===== src/rtl/vga_timing_gen_pkg.sv =====
// Shared VGA 640x480@60 timing constants, coordinate type and output bundle.
// Imported by vga_wrap_counter and vga_timing_gen.
package vga_pkg;

  // 10 bits is enough for both the 0..799 column and the 0..524 line range.
  typedef logic [9:0] coord_t;

  // Horizontal line: active, front porch, sync pulse, back porch.
  localparam int H_ACTIVE_STD = 640;
  localparam int H_FP         = 16;
  localparam int H_SYNC       = 96;
  localparam int H_BP         = 48;
  localparam int H_TOTAL      = H_ACTIVE_STD + H_FP + H_SYNC + H_BP;

  // Vertical frame: active, front porch, sync pulse, back porch.
  localparam int V_ACTIVE_STD = 480;
  localparam int V_FP         = 10;
  localparam int V_SYNC       = 2;
  localparam int V_BP         = 33;
  localparam int V_TOTAL      = V_ACTIVE_STD + V_FP + V_SYNC + V_BP;

  // Sync windows as [start, end) in counter units.
  localparam coord_t H_SYNC_START = coord_t'(H_ACTIVE_STD + H_FP);
  localparam coord_t H_SYNC_END   = coord_t'(H_ACTIVE_STD + H_FP + H_SYNC);
  localparam coord_t V_SYNC_START = coord_t'(V_ACTIVE_STD + V_FP);
  localparam coord_t V_SYNC_END   = coord_t'(V_ACTIVE_STD + V_FP + V_SYNC);

  // Phase of the optional clk/2 pixel-tick divider.
  typedef enum logic {
    PH_IDLE = 1'b0,
    PH_TICK = 1'b1
  } div_phase_t;

  // Everything that is registered together on a pixel tick.
  typedef struct packed {
    coord_t x;
    coord_t y;
    logic   hsync;
    logic   vsync;
    logic   blankN;
    logic   frameStart;
  } vga_out_t;

  // Idle levels: syncs deasserted (high), blanked, no frame marker.
  localparam vga_out_t VGA_OUT_RESET = '{
    x:          '0,
    y:          '0,
    hsync:      1'b1,
    vsync:      1'b1,
    blankN:     1'b0,
    frameStart: 1'b0
  };

  // True when value lies in the half-open window [lo, hiExcl).
  function automatic logic inWindow(input coord_t value, input coord_t lo, input coord_t hiExcl);
    return (value >= lo) && (value < hiExcl);
  endfunction

endpackage


===== src/rtl/vga_timing_gen_wrap_counter.sv =====
// vga_wrap_counter: enabled up-counter that folds back to zero after TERMINAL.
// o_wrap is high in the enabled cycle in which the counter sits at TERMINAL,
// so it can directly enable a cascaded counter.
module vga_wrap_counter
  import vga_pkg::*;
#(
  parameter int TERMINAL = 799
) (
  input  logic   clk,
  input  logic   rst,
  input  logic   i_en,
  output coord_t o_count,
  output logic   o_wrap
);

  coord_t r_count;
  logic   w_atTerminal;

  assign w_atTerminal = (r_count == coord_t'(TERMINAL));
  assign o_wrap       = i_en & w_atTerminal;
  assign o_count      = r_count;

  // Advance on enable; after the terminal value return to zero.
  always_ff @(posedge clk) begin
    if (rst) begin
      r_count <= '0;
    end else if (i_en) begin
      if (w_atTerminal) begin
        r_count <= '0;
      end else begin
        r_count <= r_count + coord_t'(1);
      end
    end
  end

endmodule


===== src/rtl/vga_timing_gen.sv =====
// vga_timing_gen: 640x480@60 VGA raster timing (800x525 ticks per frame).
// Optional macro VGA_CLKDIV_EN: derive the 25 MHz pixel tick from a 50 MHz clk
// by a divide-by-2 toggle; when undefined, clk itself is the pixel clock.
// All decoded outputs are registered on the pixel tick, one tick behind the
// counters they are decoded from.
module vga_timing_gen
  import vga_pkg::*;
#(
  parameter int H_ACTIVE = 640,
  parameter int V_ACTIVE = 480
) (
  input  logic   clk,
  input  logic   rst,
  output logic   pix_en,
  output logic   vga_clk,
  output coord_t x,
  output coord_t y,
  output logic   hsync,
  output logic   vsync,
  output logic   blank_n,
  output logic   sync_n,
  output logic   frame_start
);

  localparam coord_t H_ACT_C = coord_t'(H_ACTIVE);
  localparam coord_t V_ACT_C = coord_t'(V_ACTIVE);

  logic     w_pixEn;
  coord_t   w_hcnt;
  coord_t   w_vcnt;
  logic     w_hWrap;
  logic     w_vWrap;
  logic     r_atOrigin;
  vga_out_t w_next;
  vga_out_t r_out;

`ifdef VGA_CLKDIV_EN
  div_phase_t r_phase;

  // Toggle the divider phase every clk so every second clk is a pixel tick.
  always_ff @(posedge clk) begin
    if (rst) begin
      r_phase <= PH_IDLE;
    end else begin
      r_phase <= (r_phase == PH_IDLE) ? PH_TICK : PH_IDLE;
    end
  end

  assign w_pixEn = (r_phase == PH_TICK);
  assign vga_clk = w_pixEn;
`else
  assign w_pixEn = 1'b1;
  assign vga_clk = clk;
`endif

  assign pix_en = w_pixEn;

  vga_wrap_counter #(
    .TERMINAL (H_TOTAL - 1)
  ) u_hCounter (
    .clk     (clk),
    .rst     (rst),
    .i_en    (w_pixEn),
    .o_count (w_hcnt),
    .o_wrap  (w_hWrap)
  );

  vga_wrap_counter #(
    .TERMINAL (V_TOTAL - 1)
  ) u_vCounter (
    .clk     (clk),
    .rst     (rst),
    .i_en    (w_hWrap),
    .o_count (w_vcnt),
    .o_wrap  (w_vWrap)
  );

  // Mark that both counters rest at (0,0): true out of reset and right after
  // the last pixel of the frame, consumed by the next pixel tick.
  always_ff @(posedge clk) begin
    if (rst) begin
      r_atOrigin <= 1'b1;
    end else if (w_vWrap) begin
      r_atOrigin <= 1'b1;
    end else if (w_pixEn) begin
      r_atOrigin <= 1'b0;
    end
  end

  // Decode the raster outputs for the current counter pair.
  always_comb begin
    w_next            = VGA_OUT_RESET;
    w_next.x          = w_hcnt;
    w_next.y          = w_vcnt;
    w_next.hsync      = ~inWindow(w_hcnt, H_SYNC_START, H_SYNC_END);
    w_next.vsync      = ~inWindow(w_vcnt, V_SYNC_START, V_SYNC_END);
    w_next.blankN     = (w_hcnt < H_ACT_C) && (w_vcnt < V_ACT_C);
    w_next.frameStart = r_atOrigin;
  end

  // Capture the decoded bundle on each pixel tick and hold it in between.
  always_ff @(posedge clk) begin
    if (rst) begin
      r_out <= VGA_OUT_RESET;
    end else if (w_pixEn) begin
      r_out <= w_next;
    end
  end

  assign x           = r_out.x;
  assign y           = r_out.y;
  assign hsync       = r_out.hsync;
  assign vsync       = r_out.vsync;
  assign blank_n     = r_out.blankN;
  assign frame_start = r_out.frameStart;
  assign sync_n      = 1'b0;

endmodule

===== config.mk =====
export PLATFORM = sky130hd
export DESIGN_NAME = vga_timing_gen
export DESIGN_NICKNAME = d
export VERILOG_FILES = /design/src/rtl/vga_timing_gen_pkg.sv /design/src/rtl/vga_timing_gen_wrap_counter.sv /design/src/rtl/vga_timing_gen.sv
export SDC_FILE = /design/constraint.sdc
export NUM_CORES = 1
export LEC_CHECK = 0
export ABC_AREA = 1
export BUFFER_PORTS_ARGS = -buffer_cell sky130_fd_sc_hd__clkbuf_2
export CAP_MARGIN = 20
export CORE_MARGIN = 4
export CORE_UTILIZATION = 50
export CTS_BUF_LIST = sky130_fd_sc_hd__clkbuf_4
export DETAILED_ROUTE_END_ITERATION = 8
export PLACE_DENSITY = 0.72
export SLEW_MARGIN = 15
export SYNTH_ARGS = -nofsm -noshare
export SYNTH_HDL_FRONTEND = slang
export SYNTH_HIERARCHICAL = 1
export SYNTH_SLANG_ARGS = --single-unit

===== constraint.sdc =====
create_clock -name clk -period 2.2 [get_ports clk]
set_input_delay 0.44 -clock clk [delete_from_list [all_inputs] [get_ports clk]]
set_output_delay 0.44 -clock clk [all_outputs]
set_load 0.02 [all_outputs]

# --- Word level (Yosys, flattened, before mapping) ---
# Index checks and enable logic that the tools add are counted.
# Widths: inputs -> output; s select.
op_classes:
  addsub: 2
  n_lt_le_gt_ge: 6
  n_eq_ne: 2
  muxes: 2
  n_bitwise: 3
  reduce_logical: 4
op_table:
  columns: ["operator", "n"]
  rows:
  - ["$add 10x1->10 const B", 2]
  - ["$eq 10x10->1 const B", 2]
  - ["$lt 10x10->1 const B", 2]
  - ["$lt 10x9->1 const B", 2]
  - ["$ge 10x10->1 const B", 1]
  - ["$ge 10x9->1 const B", 1]
  - ["$mux 10", 1]
  - ["$logic_and 1x1->1", 3]
  - ["$not 1->1", 2]
  - ["$reduce_or 2->1", 1]
  - ["$and 1x1->1", 1]
  - ["$mux 1", 1]
word_totals:
  regBits: 45
  input_bits: 2

# --- Logic depth before layout (Yosys ltp) ---
# Gate-level depths: netlist (run 1).
logic_depth:
  depth_word: 3
  depth_mapped: 12
  mapped_depth_nobuf: 12

# --- Hierarchy ---
# Netlist (run 1), hierarchy kept.
modules_own_cells:
  columns: ["module", "instances", "cells_each", "area_each_um2"]
  rows:
  - ["vga_timing_gen", 1, 93, 787.0]
  - ["vga_wrap_counter (u_vCounter)", 1, 74, 543.0]
  - ["vga_wrap_counter (u_hCounter)", 1, 76, 526.8]

==> results of run 1 <==
==> worst max path at each step <==
stage                                               to  slack, ns  cells past startpoint
floorplan                                      vga_clk       0.53                      1
global placement    u_vCounter/o_count[6]$_SDFFE_PP0P_       0.41                     10
detailed placement  u_vCounter/o_count[1]$_SDFFE_PP0P_       0.36                     12
CTS                                            vga_clk       0.26                      3
global route        u_vCounter/o_count[1]$_SDFFE_PP0P_       0.13                     12
finish                                         vga_clk       0.28                      3
==> registers in the layout (all words and copies together) (netlist names) <==
register / cells
r_atOrigin: 1
u_hCounter/o_count: 10
x: 10
u_vCounter/o_count: 10
y: 10
blank_n: 1
vsync: 1
frame_start: 1
hsync: 1
==> power by group <==
part | total (W) | internal [W] | switching [W]
combinational | 0.0000454 | 0.0000119 | 0.0000336
clock | 0.000496 | 0.000207 | 0.000289
sequential | 0.000827 | 0.000823 | 0.00000469
==> cell usage after synthesis, drive strengths merged <==
cell,number
conb,2
xor2,6
nor3,3
ha,3
a211oi,1
inv,44
nor2,62
a21oi,4
xnor2,1
buf,6
o21ai,3
nand4,4
nand3,12
or2,1
nand2,45
o21bai,1
dfxtp,45
==> worst min-delay path, cell delays in order, from the launching register on <==
cell and delay (ns):
dfxtp_1 0.32, inv_1 0.04, nor2_1 0.03
==> routing by layer <==
metal  vias up  routed length (um)  GRT usage
li1        783                   -          -
met1       607                1630      0.206
met2        47                1280      0.213
met3         3                 271     0.0632
met4         0                  25     0.0852
met5         -                   0          0
==> metrics by stage <==
stage	std cells	utilization
2_1_floorplan	249	-
3_3_place_gp	315	0.584
3_5_place_dp	315	0.584
4_1_cts	326	0.606
5_1_grt	326	0.606
6_report	326	0.606
==> cell families after synthesis <==
| logic type | Yosys count | share of synthesized area |
|---|---|---|
| simple gates | 127 | 0.313 |
| buf+inv | 50 | 0.112 |
| flops | 45 | 0.485 |
| compound gates | 9 | 0.0330 |
| xor+xnor | 7 | 0.0330 |
| fa+ha+maj | 3 | 0.0202 |
| other cells | 2 | 0.00404 |
==> cell usage in the layout (no fill, tap or decap), types with 4 or more instances in the layout <==
cell	Yosys	routed
nand3_1	12	12
clkbuf_4	0	9
nand2_1	37	37
dfxtp_1	45	45
nand4_1	4	4
inv_1	38	38
nand2_2	8	8
a21oi_1	4	4
inv_2	6	6
conb_1	2	8
xor2_1	6	6
nor2_2	12	12
clkbuf_2	0	26
nor2_1	47	47
==> area by class of cell <==
type                       instances  area (um^2)
clock buffer                      10         72.6
clock inverter                     2         10.0
fill                             308         1370
inverter                          44          165
multi-input combinational        154          771
sequential                        45          901
tap                               46         57.6
timing repair buffer              25          125
==> summary.txt, run 1 <==
Synthesis
  – Syn Area/Cell: 7.64 um^2
  – Synth top area cells: dfxtp_1 49%, nor2_1 9.5%, inv_1 7.7%
  – Cells after Synth: 243
  – Syn Std Cell Area: 1860 um^2
  – Share of the synthesized area in the top cell type: 0.485
  – Cell taking the most area after synthesis: dfxtp_1
  – Synthesis-stage register bit count: 45
  – Ys Warns: 6
  – Post-synth cell types: 23
  – Share of the yosys chip area belonging to registers: 0.485

Worst setup path
  – Crit. Startpoint: clk
  – Crit start category: clock port
  – Reg2Reg Capture Point: u_vCounter/o_count[1]$_SDFFE_PP0P_
  – CP Capture Type: primary output
  – CP max stage cell: clkbuf_2
  – R2R depth: 12
  – Buf/Inv on CP: 3
  – Worst-path cell chain: clkbuf_4, clkbuf_4, clkbuf_2
  – Data required, critical path: 1.76 ns
  – Largest stage delay, worst path: 0.14 ns
  – Critical path type: clk2out
  – R2r startpoint: u_hCounter/o_count[0]$_SDFFE_PP0P_
  – Most frequent CP cell: clkbuf_4
  – Critical path's top delay family: buffers and inverters
  – Crit path max fanout: 2
  – WP data arrival: 1.48 ns
  – Register-to-register setup slack: 0.31 ns

Min path
  – Hold Crit Class: reg2reg
  – Worst Hold Launch: r_atOrigin$_SDFF_PP1_
  – Hold path depth: 2
  – Hold EP: frame_start$_SDFF_PP0_

Power and ir drop
  – VDD IR max: 0.334 mV
  – Power Total: 0.00137 W
  – Power per standard cell area: 651 nW/um^2
  – Leak: 0.945 nW

Route
  – Drt drc: 0
  – Drt total wl: 3210 um
  – Remaining antenna violation count after routing: 0
  – Routed len/inst: 9.83 um
  – Drt pass-1 iters: 4
  – DR vias: 1440
  – Via-per-instance ratio: 4.42
  – DR iter-0 viols: 120

Place
  – HPWL Detailed: 2320 um
  – Placement Setup Slack: 0.364 ns
  – RePlAce Congestion: 0.809
  – PortBufs: 26
  – Placed cell areas: 2020 um^2

Timing
  – Final Setup Violations: 0
  – Setup TNS: 0 ns
  – Final Max Slew Viols: 0
  – Worst-margin pin slew: 0.705 ns
  – Hold WS: 0.417 ns
  – Relative slew slack: 0.530
  – Worst setup margin: 0.280 ns
  – RSZ-0062 raised after global routing: no
  – Final Hold Fails: 0
  – Clock Skew: 0.0188 ns

Clock tree
  – PostCTS Resize Cnt: 0
  – Clock Latency Late Sink: 0.45 ns
  – CTS tree: yes
  – Reg clk slew, reported paths: 0.12 ns
  – Setup Fix Bufs, Post-CTS: 0
  – Hold buffers post-CTS: 0

Die
  – Total core area: 3470 um^2
  – Total Die Area: 4750 um^2
  – Initial Utilization: 0.535
  – IO Count: 29
  – Die Span X: 68.9 um
  – Die Y: 68.9 um
  – Row cnt: 21

Global route
  – All-layer global routing usage: 0.156
  – Pin count of the biggest net entering global routing: 36
  – Global-route wire length before repair: 5290 um
  – Number of global-route vias before repair: 1243
  – Grt total ovfl: 0
  – Initial antenna violation count: 0

Layout
  – # nets final: 284
  – Post-route cell area: 2100 um^2
  – Ant diodes: 0
  – Synthesis-to-finish area growth: 13.2%
  – Layout cell share with drive strength beyond 1: 0.250

Status
  – Status: completed

Job
  – Max cap viols: 0
No activity file was read; power rests on OpenSTA's default activity.
==> inputs of run 2 (changes only) <==
--- a/config.mk
+++ b/config.mk
@@ -8,7 +8,6 @@
 export ABC_AREA = 1
 export BUFFER_PORTS_ARGS = -buffer_cell sky130_fd_sc_hd__clkbuf_2
 export CAP_MARGIN = 20
-export CORE_MARGIN = 4
 export CORE_UTILIZATION = 50
 export CTS_BUF_LIST = sky130_fd_sc_hd__clkbuf_4
 export DETAILED_ROUTE_END_ITERATION = 8
==> run 2 against run 1 <==
Net effect:
- count of clock-buffer cells in the layout fell by 1
- worst hold slack got worse by 0.0085 ns
- first-iteration DRC count decreased by 11%
- combinational power about the same
- largest cell class unchanged
- via count grew 3.1%
- core utilization rose by 1.2 points
- sequential share of layout area is 0.50 points lower
==> summary.txt, run 2 (synthesis gave the netlist of run 1 again) <==
Power and ir drop
  – VDD IR max: 0.244 mV (-27%)
  – Comb pwr share: 0.031 (-0.002)
  – Sw Share: 0.223 (-0.0161)
  – Clock network power share: 0.404 (+0.042)
  – Power Total: 0.00146 W (+7.0%)
  – Power per standard cell area: 689 nW/um^2 (+5.8%)
  – Pint: 0.00114 W (+9.3%)
  – NetSw: 0.000327 W (-0.15%)
  – Sequential cell fraction of total power: 0.565 (-0.040)
  – Leak: 0.956 nW (+1.2%)

Clock tree
  – PostCTS Resize Cnt: 0 (unchanged)
  – CTS tree: yes
  – Reg clk slew, reported paths: 0.11 ns (about the same)
  – Clock Latency Late Sink: 0.45 ns (about the same)
  – Setup Fix Bufs, Post-CTS: 0 (unchanged)
  – Hold buffers post-CTS: 0 (unchanged)

Worst setup path
  – Crit path max fanout: 2 (unchanged)
  – CP Capture Type: primary output
  – Data required, critical path: 1.76 ns (about the same)
  – Crit start category: clock port
  – WP data arrival: 1.48 ns (about the same)
  – Critical path type: clk2out

Timing
  – Setup TNS: 0 ns (unchanged)
  – Final Setup Violations: 0 (unchanged)
  – Worst-margin pin slew: 0.709 ns (+0.00387 ns)
  – Final Hold Fails: 0 (unchanged)
  – Relative slew slack: 0.528 (-0.00258)
  – Hold WS: 0.408 ns (-0.00849 ns)
  – RSZ-0062 raised after global routing: no
  – Clock Skew: 0.00549 ns (-0.0133 ns)
  – Final Max Slew Viols: 0 (unchanged)

Die
  – Initial Utilization: 0.539 (+0.00409)
  – Total Die Area: 3960 um^2 (-17%)
  – Row cnt: 21 (unchanged)
  – Total core area: 3440 um^2 (-0.76%)
  – Die Y: 62.9 um (-8.7%)
  – IO Count: 29 (unchanged)
  – Die Span X: 62.9 um (-8.7%)

Route
  – Routed len/inst: 9.90 um (+0.69%)
  – Via-per-instance ratio: 4.56 (+3.1%)
  – DR vias: 1485 (+3.1%)
  – Drt drc: 0 (unchanged)
  – Drt pass-1 iters: 4 (unchanged)
  – Remaining antenna violation count after routing: 0 (unchanged)
  – DR iter-0 viols: 107 (-11%)
  – Drt total wl: 3230 um (+0.69%)

Global route
  – Number of global-route vias before repair: 1392 (+12%)
  – Global-route wire length before repair: 5820 um (+10%)
  – Pin count of the biggest net entering global routing: 36 (unchanged)
  – GRT met3 Usage: 0.0748 (+0.0116)
  – Grt peak-use layer: met2
  – Met1 Use GR: 0.239 (+0.0327)
  – Grt total ovfl: 0 (unchanged)
  – Initial antenna violation count: 0 (unchanged)
  – GR Layer Usage met2: 0.282 (+0.0692)
  – All-layer global routing usage: 0.194 (+0.0383)

Layout
  – Most frequent cells in the layout: 47 x nor2_1, 45 x dfxtp_1, 38 x inv_1
  – # nets final: 285 (+0.35%)
  – Multi-input logic area: 771 um^2 (unchanged)
  – Layout cell share with drive strength beyond 1: 0.250 (unchanged)
  – Final Util: 0.618 (+0.0119)
  – Register area: 901 um^2 (unchanged)
  – Fill cell count: 326 (+5.8%)
  – Synthesis-to-finish area growth: 14.6%
  – Commonest non-fill, non-tap cell in the layout: nor2_1
  – Ant diodes: 0 (unchanged)
  – Post-route cell area: 2130 um^2 (+1.2%)

Place
  – PortBufs: 26 (unchanged)
  – HPWL Detailed: 2260 um (-2.5%)
  – RePlAce Congestion: 0.807 (-0.30%)
  – Placed cell areas: 2030 um^2 (+0.37%)

Status
  – Status: completed

Job
  – Max cap viols: 0 (unchanged)

Min path
  – Hold Crit Class: reg2reg
run 2: changes by cell type in the layout (fill, tap and decap cells not counted), sizes merged:
cell,before,now
buf,0,1
bufinv,0,1
clkbuf,35,34
clkinv,2,1
run 2: final cells by class:
type	count	area share
Sequential cell	45	0.424
Multi-Input combinational cell	154	0.362
Inverter	44	0.0776
Timing Repair Buffer	26	0.0624
Clock buffer	9	0.0306
Tap cell	46	0.0271
Clock inverter	2	0.0165
run 2: power by group through the flow:
stage,Clock [W],Combinational (W),Sequential (W)
finish,0.000592,0.0000453,0.000827
global placement,0.0000422,0.0000451,0.000845
detailed placement,0.0000422,0.0000454,0.000846
floorplan,0.0000531,0.0000318,0.000850
CTS,0.000613,0.0000455,0.000827
global route,0.000646,0.0000522,0.000828
run 2: worst paths after layout:
| kind | from | to | slack, ns | cells past startpoint |
|---|---|---|---|---|
| worst max-delay path | clk | vga_clk | 0.28 | 3 |
| worst min-delay path | r_atOrigin$_SDFF_PP1_ | frame_start$_SDFF_PP0_ | 0.41 | 2 |
| worst max register to register | u_hCounter/o_count[0]$_SDFFE_PP0P_ | u_vCounter/o_count[8]$_SDFFE_PP0P_ | 0.34 | 11 |
| worst min register to register | r_atOrigin$_SDFF_PP1_ | frame_start$_SDFF_PP0_ | 0.41 | 2 |
run 2: critical path: stages:
cell and delay [ns]:
clkbuf_4 0.11, clkbuf_4 0.12, clkbuf_2 0.14
run 2: per-layer routing:
layer,vias to the layer above,share of wire
met5,-,0
met2,50,0.43
li1,785,-
met4,0,0.0050
met1,648,0.50
met3,2,0.068
run 2: per-stage QoR:
| stage | worst slack (ns) | cells |
|---|---|---|
| CTS | 0.271 | 326 |
| detailed placement | 0.373 | 316 |
| floorplan | 0.526 | 249 |
| global route | 0.141 | 326 |
| finish | 0.284 | 326 |
| global placement | 0.419 | 316 |
